===== src/rtl/codec_cfg_pkg.sv =====
`default_nettype none
// ============================================================================
//  Module      : codec_cfg_pkg
//  Description : Shared types and constants for the WM8731 configuration
//                sequencer: FSM state encoding, codec register addresses and
//                the width of one I2C write word.
//  Revision    : 1.0  initial release
// ============================================================================
package codec_cfg_pkg;

    // One codec write is {dev_addr[6:0], r/w, reg_addr[6:0], reg_val[8:0]}
    localparam int I2C_WORD_W = 24;

    // WM8731 control register addresses
    localparam logic [6:0] C_WM_R0  = 7'h00;  // left line in
    localparam logic [6:0] C_WM_R1  = 7'h01;  // right line in
    localparam logic [6:0] C_WM_R2  = 7'h02;  // left headphone out
    localparam logic [6:0] C_WM_R3  = 7'h03;  // right headphone out
    localparam logic [6:0] C_WM_R4  = 7'h04;  // analogue path
    localparam logic [6:0] C_WM_R5  = 7'h05;  // digital path
    localparam logic [6:0] C_WM_R6  = 7'h06;  // power down
    localparam logic [6:0] C_WM_R7  = 7'h07;  // digital interface format
    localparam logic [6:0] C_WM_R8  = 7'h08;  // sampling control
    localparam logic [6:0] C_WM_R9  = 7'h09;  // active control
    localparam logic [6:0] C_WM_R15 = 7'h0F;  // reset register

    // Sequencer states. S_RGAP is the idle gap before re-sending a NACKed
    // entry; it is only reachable when retries are enabled.
    typedef enum logic [2:0] {
        S_IDLE  = 3'd0,
        S_LOAD  = 3'd1,
        S_SEND  = 3'd2,
        S_WAIT  = 3'd3,
        S_GAP   = 3'd4,
        S_RGAP  = 3'd5,
        S_DONE  = 3'd6,
        S_ERROR = 3'd7
    } seq_state_t;

endpackage
`default_nettype wire


===== src/rtl/codec_cfg_sequencer_if.sv =====
`default_nettype none
// ============================================================================
//  Module      : codec_cfg_sequencer_if
//  Description : Handshake between the configuration sequencer (master) and
//                the I2C transmitter (slave).
//                  i2c_start : one-cycle pulse, transmitter latches i2c_data
//                  i2c_data  : 24-bit write word
//                  i2c_busy  : transmitter mid-transfer
//                  i2c_done  : one-cycle pulse, transfer finished
//                  i2c_nack  : valid with i2c_done, 1 = a byte was not ACKed
//  Revision    : 1.0  initial release
// ============================================================================
interface codec_cfg_sequencer_if;
    import codec_cfg_pkg::*;

    logic                  i2c_start;
    logic [I2C_WORD_W-1:0] i2c_data;
    logic                  i2c_busy;
    logic                  i2c_done;
    logic                  i2c_nack;

    modport master (
        output i2c_start,
        output i2c_data,
        input  i2c_busy,
        input  i2c_done,
        input  i2c_nack
    );

    modport slave (
        input  i2c_start,
        input  i2c_data,
        output i2c_busy,
        output i2c_done,
        output i2c_nack
    );

endinterface
`default_nettype wire


===== src/rtl/codec_reg_rom.sv =====
`default_nettype none
// ============================================================================
//  Module      : codec_reg_rom
//  Description : Combinational power-up register table for the WM8731.
//                Maps a table index to {reg_addr[6:0], reg_val[8:0]}.
//                Indices at or past NUM_REGS return 16'h0.
//  Ports       : i_index  table index
//                o_word   {reg_addr, reg_val}
//  Revision    : 1.0  initial release
// ============================================================================
module codec_reg_rom
    import codec_cfg_pkg::*;
#(
    parameter int NUM_REGS = 11,
    parameter int IDX_W    = 4
) (
    input  wire logic [IDX_W-1:0] i_index,
    output logic      [15:0]      o_word
);

    int unsigned w_sel;

    // The codec reset write goes first so later writes land on known state;
    // the activate write must stay last so the codec only starts once fully
    // configured.
    always_comb begin
        w_sel  = 32'(i_index);
        o_word = 16'h0;
        if (w_sel < 32'(NUM_REGS)) begin
            case (w_sel)
                0:       o_word = {C_WM_R15, 9'h000};
                1:       o_word = {C_WM_R0,  9'h017};
                2:       o_word = {C_WM_R1,  9'h017};
                3:       o_word = {C_WM_R2,  9'h079};
                4:       o_word = {C_WM_R3,  9'h079};
                5:       o_word = {C_WM_R4,  9'h012};
                6:       o_word = {C_WM_R5,  9'h000};
                7:       o_word = {C_WM_R6,  9'h000};
                8:       o_word = {C_WM_R7,  9'h042};  // I2S, 16 bit, master
                9:       o_word = {C_WM_R8,  9'h000};
                10:      o_word = {C_WM_R9,  9'h001};  // active
                default: o_word = 16'h0;
            endcase
        end
    end

endmodule
`default_nettype wire


===== src/rtl/codec_cfg_sequencer.sv =====
`default_nettype none
// ============================================================================
//  Module      : codec_cfg_sequencer
//  Description : Power-up configuration controller for the WM8731 codec.
//                Walks the register table, issues one 24-bit write per entry
//                to the I2C transmitter, waits for completion, leaves a
//                bus-free gap between writes and finally raises ready.
//  Ports       : clk, reset (sync, active high), start (1-cycle pulse)
//                i2c       : master side of codec_cfg_sequencer_if
//                ready     : table fully written, held until reset/start
//                error     : configuration aborted, held until reset/start
//                cur_index : entry in flight
//  Options     : CFG_RETRY_EN - when defined, a NACKed entry is re-sent up to
//                MAX_RETRY times before aborting; otherwise the first NACK
//                aborts and no retry counter exists.
//  Revision    : 1.0  initial release
// ============================================================================
module codec_cfg_sequencer
    import codec_cfg_pkg::*;
#(
    parameter int         NUM_REGS   = 11,
    parameter logic [6:0] DEV_ADDR   = 7'h1A,
    parameter int         GAP_CYCLES = 16,
    parameter int         MAX_RETRY  = 3
) (
    input  wire logic                  clk,
    input  wire logic                  reset,
    input  wire logic                  start,
    codec_cfg_sequencer_if.master      i2c,
    output logic                       ready,
    output logic                       error,
    output logic [3:0]                 cur_index
);

    localparam int IDX_W = (NUM_REGS > 1) ? $clog2(NUM_REGS) : 1;
    // The gap and retry counters share one width, sized for the larger count
    localparam int CNT_W = $clog2(((GAP_CYCLES > MAX_RETRY) ? GAP_CYCLES : MAX_RETRY) + 1);

    localparam logic [IDX_W-1:0] C_LAST_IDX = IDX_W'(NUM_REGS - 1);
    localparam logic [CNT_W-1:0] C_GAP_LAST = CNT_W'(GAP_CYCLES - 1);

    // ------------------------------------------------------------------
    // Registers
    // ------------------------------------------------------------------
    seq_state_t            r_state;
    logic [IDX_W-1:0]      r_idx;
    logic [CNT_W-1:0]      r_gap_cnt;
    logic                  r_i2c_start;
    logic [I2C_WORD_W-1:0] r_i2c_data;
    logic                  r_ready;
    logic                  r_error;
`ifdef CFG_RETRY_EN
    localparam logic [CNT_W-1:0] C_MAX_RETRY = CNT_W'(MAX_RETRY);
    logic [CNT_W-1:0]      r_retry;
    logic                  w_retry_inc;
    logic                  w_retry_clr;
`endif

    // ------------------------------------------------------------------
    // Combinational control
    // ------------------------------------------------------------------
    seq_state_t            w_next_state;
    logic                  w_load;
    logic                  w_fire;
    logic                  w_gap_clr;
    logic                  w_gap_last;
    logic                  w_in_gap;
    logic                  w_idx_clr;
    logic                  w_idx_inc;
    logic                  w_set_ready;
    logic                  w_set_error;
    logic                  w_clr_flags;
    logic [15:0]           w_rom_word;

    codec_reg_rom #(
        .NUM_REGS (NUM_REGS),
        .IDX_W    (IDX_W)
    ) u_rom (
        .i_index  (r_idx),
        .o_word   (w_rom_word)
    );

    assign w_in_gap   = (r_state == S_GAP) || (r_state == S_RGAP);
    assign w_gap_last = (r_gap_cnt == C_GAP_LAST);

    always_comb begin
        w_next_state = r_state;
        w_load       = 1'b0;
        w_fire       = 1'b0;
        w_gap_clr    = 1'b0;
        w_idx_clr    = 1'b0;
        w_idx_inc    = 1'b0;
        w_set_ready  = 1'b0;
        w_set_error  = 1'b0;
        w_clr_flags  = 1'b0;
`ifdef CFG_RETRY_EN
        w_retry_inc  = 1'b0;
        w_retry_clr  = 1'b0;
`endif
        case (r_state)
            S_IDLE: begin
                if (start) begin
                    w_idx_clr    = 1'b1;
`ifdef CFG_RETRY_EN
                    w_retry_clr  = 1'b1;
`endif
                    w_next_state = S_LOAD;
                end
            end
            S_LOAD: begin
                w_load       = 1'b1;
                w_next_state = S_SEND;
            end
            S_SEND: begin
                // Never start over a transfer the transmitter still owns
                if (!i2c.i2c_busy) begin
                    w_fire       = 1'b1;
                    w_next_state = S_WAIT;
                end
            end
            S_WAIT: begin
                if (i2c.i2c_done) begin
                    w_gap_clr = 1'b1;
                    if (!i2c.i2c_nack) begin
`ifdef CFG_RETRY_EN
                        w_retry_clr  = 1'b1;
`endif
                        w_next_state = S_GAP;
                    end
`ifdef CFG_RETRY_EN
                    else if (r_retry < C_MAX_RETRY) begin
                        w_retry_inc  = 1'b1;
                        w_next_state = S_RGAP;
                    end
`endif
                    else begin
                        w_set_error  = 1'b1;
                        w_next_state = S_ERROR;
                    end
                end
            end
            S_GAP: begin
                if (w_gap_last) begin
                    if (r_idx == C_LAST_IDX) begin
                        w_set_ready  = 1'b1;
                        w_next_state = S_DONE;
                    end else begin
                        w_idx_inc    = 1'b1;
                        w_next_state = S_LOAD;
                    end
                end
            end
            S_RGAP: begin
                // i2c_data still holds the failed entry, so skip LOAD
                if (w_gap_last) begin
                    w_next_state = S_SEND;
                end
            end
            S_DONE, S_ERROR: begin
                if (start) begin
                    w_clr_flags  = 1'b1;
                    w_idx_clr    = 1'b1;
`ifdef CFG_RETRY_EN
                    w_retry_clr  = 1'b1;
`endif
                    w_next_state = S_LOAD;
                end
            end
            default: w_next_state = S_IDLE;
        endcase
    end

    // ------------------------------------------------------------------
    // State and datapath registers
    // ------------------------------------------------------------------
    always_ff @(posedge clk) begin
        if (reset) begin
            r_state     <= S_IDLE;
            r_idx       <= '0;
            r_gap_cnt   <= '0;
            r_i2c_start <= 1'b0;
            r_i2c_data  <= '0;
            r_ready     <= 1'b0;
            r_error     <= 1'b0;
        end else begin
            r_state     <= w_next_state;
            r_i2c_start <= w_fire;

            if (w_load) begin
                r_i2c_data <= {DEV_ADDR, 1'b0, w_rom_word};
            end

            if (w_idx_clr) begin
                r_idx <= '0;
            end else if (w_idx_inc && (r_idx != C_LAST_IDX)) begin
                r_idx <= r_idx + 1'b1;
            end

            if (w_gap_clr) begin
                r_gap_cnt <= '0;
            end else if (w_in_gap && !w_gap_last) begin
                r_gap_cnt <= r_gap_cnt + 1'b1;
            end

            if (w_clr_flags) begin
                r_ready <= 1'b0;
                r_error <= 1'b0;
            end
            if (w_set_ready) begin
                r_ready <= 1'b1;
            end
            if (w_set_error) begin
                r_error <= 1'b1;
            end
        end
    end

`ifdef CFG_RETRY_EN
    always_ff @(posedge clk) begin
        if (reset) begin
            r_retry <= '0;
        end else if (w_retry_clr) begin
            r_retry <= '0;
        end else if (w_retry_inc) begin
            r_retry <= r_retry + 1'b1;
        end
    end
`endif

    assign i2c.i2c_start = r_i2c_start;
    assign i2c.i2c_data  = r_i2c_data;
    assign ready         = r_ready;
    assign error         = r_error;
    assign cur_index     = 4'(r_idx);

endmodule
`default_nettype wire


===== src/flat_wrapper.sv =====
// flat-port wrapper written by rule: the top's interface ports become plain ports
module codec_cfg_sequencer_flat import codec_cfg_pkg::*;
#(
    parameter int         NUM_REGS   = 11,
    parameter logic [6:0] DEV_ADDR   = 7'h1A,
    parameter int         GAP_CYCLES = 16,
    parameter int         MAX_RETRY  = 3
)
  (clk, reset, start, ready, error, cur_index, i2c_i2c_start, i2c_i2c_data, i2c_i2c_busy, i2c_i2c_done, i2c_i2c_nack);
  codec_cfg_sequencer_if i2c_i ();
  input  wire logic clk;
  input  wire logic reset;
  input  wire logic start;
  output logic ready;
  output logic error;
  output logic [3:0] cur_index;
  output wire logic [$bits(i2c_i.i2c_start)-1:0] i2c_i2c_start;
  output wire logic [$bits(i2c_i.i2c_data)-1:0] i2c_i2c_data;
  input wire logic [$bits(i2c_i.i2c_busy)-1:0] i2c_i2c_busy;
  input wire logic [$bits(i2c_i.i2c_done)-1:0] i2c_i2c_done;
  input wire logic [$bits(i2c_i.i2c_nack)-1:0] i2c_i2c_nack;
  assign i2c_i2c_start = i2c_i.i2c_start;
  assign i2c_i2c_data = i2c_i.i2c_data;
  assign i2c_i.i2c_busy = i2c_i2c_busy;
  assign i2c_i.i2c_done = i2c_i2c_done;
  assign i2c_i.i2c_nack = i2c_i2c_nack;
  codec_cfg_sequencer #(.NUM_REGS(NUM_REGS), .DEV_ADDR(DEV_ADDR), .GAP_CYCLES(GAP_CYCLES), .MAX_RETRY(MAX_RETRY)) u_core (.clk(clk), .reset(reset), .start(start), .i2c(i2c_i), .ready(ready), .error(error), .cur_index(cur_index));
endmodule

===== config.mk =====
export PLATFORM = sky130hd
export DESIGN_NAME = codec_cfg_sequencer_flat
export DESIGN_NICKNAME = d
export VERILOG_FILES = /design/src/rtl/codec_cfg_pkg.sv /design/src/rtl/codec_cfg_sequencer_if.sv /design/src/rtl/codec_reg_rom.sv /design/src/rtl/codec_cfg_sequencer.sv /design/src/flat_wrapper.sv
export SDC_FILE = /design/constraint.sdc
export NUM_CORES = 1
export LEC_CHECK = 0
export CORE_MARGIN = 2
export CORE_UTILIZATION = 40
export DETAILED_ROUTE_END_ITERATION = 10
export PLACE_DENSITY = 0.74
export RECOVER_POWER = 25
export SYNTH_ARGS = -nofsm -noshare
export SYNTH_HDL_FRONTEND = slang
export SYNTH_HIERARCHICAL = 1
export SYNTH_SLANG_ARGS = --single-unit

===== constraint.sdc =====
create_clock -name clk -period 2.25 [get_ports clk]
set_input_delay 0.225 -clock clk [delete_from_list [all_inputs] [get_ports clk]]
set_output_delay 0.225 -clock clk [all_outputs]
set_load 0.1 [all_outputs]

==> results.yml <==
yosys:
  ys_seq_area_share_pct: 37.45
  synth_edf_count: 0
  syn_area_um2: 1710
  ys_types: 47
  synth_top_area_share_pct: 37.45
  synth_seq_cells: 32
  netlist_instances: 209
  ys.flop_type: "dfxtp_1"
  synth.area.top_cells: "dfxtp_1 (37%), nand2_1 (9.4%), ha_1 (6.6%), a21oi_1 (6.4%), buf_4 (6.1%)"
  yosys_warnings: 6
  yosysTopAreaCell: "dfxtp_1"
  ys_async_sr_fraction_pct: 0
  synth_area_per_cell_um2: 8.184
setup_path:
  worstPathArrival_ps: 1990
  crit_type: "reg2reg"
  r2r_slack_ps: 440
  crit_top_cell: "ha_1"
  cpPeakStageDelay_ps: 330
  end_kind: "flop"
  r2r-start: "u_core/r_gap_cnt[0]"
  worst-path-max-fanout: 6
  cp.buffers_inverters: 1
  critPathLaunch: "u_core/r_gap_cnt[0]"
  worst_ep_required_time_ps: 2430
  cp_top_family: "simple AND/OR/NAND/NOR gates"
  r2r-end: "u_core/r_gap_cnt[3]"
  r2r.worst_path.cells: 8
  cp_slowest_cell: "dfxtp_1"
  start_kind: "flop"
  cp_cell_sequence: "ha_1 > and3_1 > ha_1 > nor3b_2 > buf_4 > nand4_1 > xor2_1 > nor2_1"
hold_path:
  hold_path_startpoint: "u_core/i2c.i2c_data[5]"
  whs_path_depth: 2
  hold-path-endpoint: "u_core/i2c.i2c_data[5]"
  hold_class: "reg2reg"
die:
  io_pins: 37
  rows: 23
  fp.dieH_um: 69.39
  die_area_um2: 4815
  die_w_um: 69.39
  coreArea_um2: 4058
  initial_core_util_pct: 42.15
finish:
  drive_above_1_share_pct: 14.35
  area_growth_pct: 15.00
  final_cell_mix: "nand2_1 (43), dfxtp_1 (30), a21oi_1 (22), buf_4 (17)"
  n_antenna_cell: 0
  layout.cells.non_filler: 287
  layout.nets: 251
  final_common_cell: "nand2_1"
  num-fill-cells: 424
  final_util_pct: 48.47
cts:
  post_cts_resize_count: 0
  h-tree-depth: 2
  clock_latency_ps: 290
  hold_buffers: 0
  postCtsSetupBuffers: 0
  cts_buffers: 5
  cts_sinks: 32
  path_clk_slew_ps: 60
  root_buffer: "clkbuf_8"
  cts.path.max_buffers: 2
  cts_tree: "built"
route:
  via_per_inst: 4.854
  drtPass1Iterations: 4
  post_drt_wl_per_cell_um: 11.50
  ant_nets: 0
  drtIter0Drc: 71
  drt_wl_total_um: 3301
  dr_total_vias: 1393
  drc_errors: 0
place:
  post-dp-hpwl_um: 2331
  gp_congestion: 0.8176
  port_buffers: 31
  dp_cells: 279
flow_run:
  cap_violations: 0
grt:
  grt.total_usage_pct: 14.46
  grt_max_degree: 20
  overflow: 0
  grt_pass1_vias: 1311
  antenna_found_initial: 0
  grt_pass1_wl_um: 5678
timing:
  hold_violations: 0
  clock_skew_ps: 6.890
  fmax_ghz: 0.5529
  grt_setup_unrepaired: "false"
  setup_viol: 0
  worstMarginPinSlew_ps: 1177
  finalCritPeriodShare_pct: 80.39
  tns_ps: 0
  min_period_ps: 1809
  relSlewSlack_pct: 21.85
  drv_slew: 0
power_and_ir_drop:
  power_density_nw_per_um2: 1183
  p_leak_nw: 0.7939
  p_total_mw: 2.327
  vdd_drop_max_uv: 511.5
run_status:
  status: "completed"
==> metrics by stage <==
step | area, um2 | setup slack, ps | hold slack [ps]
6_report | 1967 | 441.2 | 456.3
5_1_grt | 1967 | 282.9 | 472.5
4_1_cts | 2019 | 446.3 | 459.0
3_5_place_dp | 1927 | 457.0 | 449.7
3_3_place_gp | 1927 | 511.6 | 443.1
2_1_floorplan | 1743 | 265.5 | 388.9
==> power by group <==
| part | switching [mW] | leakage [nW] | internal, mW |
|---|---|---|---|
| clock | 0.209 | 0.0510 | 0.244 |
| sequential | 0.102 | 0.261 | 0.661 |
| combinational | 0.848 | 0.482 | 0.263 |
| total | 1.16 | 0.794 | 1.17 |
==> cell type report <==
type | instances | area [um2] | share of cell area (%)
Clock buffer | 6 | 82.58 | 4.198
Sequential cell | 32 | 643.1 | 32.70
Inverter | 8 | 30.03 | 1.527
Tap cell | 50 | 62.56 | 3.181
Clock inverter | 2 | 10.01 | 0.5089
Multi-Input combinational cell | 153 | 908.4 | 46.18
Timing Repair Buffer | 36 | 230.2 | 11.70
==> state kept, by name (all words and copies together), names as in the netlist <==
name                  cells
u_core/i2c.i2c_data      17
u_core/error              1
u_core/cur_index          4
u_core/i2c.i2c_start      1
u_core/ready              1
u_core/r_gap_cnt          5
u_core/r_state            3
==> cells by family after synthesis <==
logic type,synth area share (%)
mux,1.244
flops,37.45
fa+ha+maj,6.584
xor+xnor,2.561
other cells,0.4391
buf+inv,11.19
compound gates,15.44
simple gates,25.09
==> metal layers <==
metal  global-route usage, %  vias up  part of all wire [%]  routed length [um]
met2                   23.18       25                    45                1497
met5                       0        -                     0                   0
met4                   6.100        0                   1.8                  58
met1                   17.54      629                    48                1581
li1                        -      734                     -                   -
met3                   5.087        5                   4.9                 163
==> worst min-delay path, cell delays in order (launching register included) <==
cell     delay [ps]
dfxtp_1         310
nand2_1          50
a21oi_1          50
==> synthesized netlist by cell type (2+ instances only) <==
master,instances
nand2_1,43
dfxtp_1,32
a21oi_1,22
buf_4,14
nor2_1,14
ha_1,9
inv_1,8
clkbuf_1,5
nand3b_1,4
a211oi_1,3
buf_2,3
nand2b_1,3
nand3_1,3
nand4_1,3
o21ai_0,3
xor2_1,3
a21o_1,2
buf_6,2
conb_1,2
nor2b_1,2
o311ai_0,2
xnor2_1,2
==> worst max-delay path by stage <==
stage / endpoint / slack (ps) / cells past startpoint
after floorplan: u_core/r_state[2] / 270 / 4
after global placement: u_core/r_gap_cnt[3] / 510 / 8
after detailed placement: u_core/r_gap_cnt[3] / 460 / 8
after CTS: u_core/r_gap_cnt[3] / 450 / 8
after global routing: u_core/r_gap_cnt[3] / 280 / 8
final: u_core/r_gap_cnt[3] / 440 / 8
Note: power is estimated with default switching activity, not from simulation.
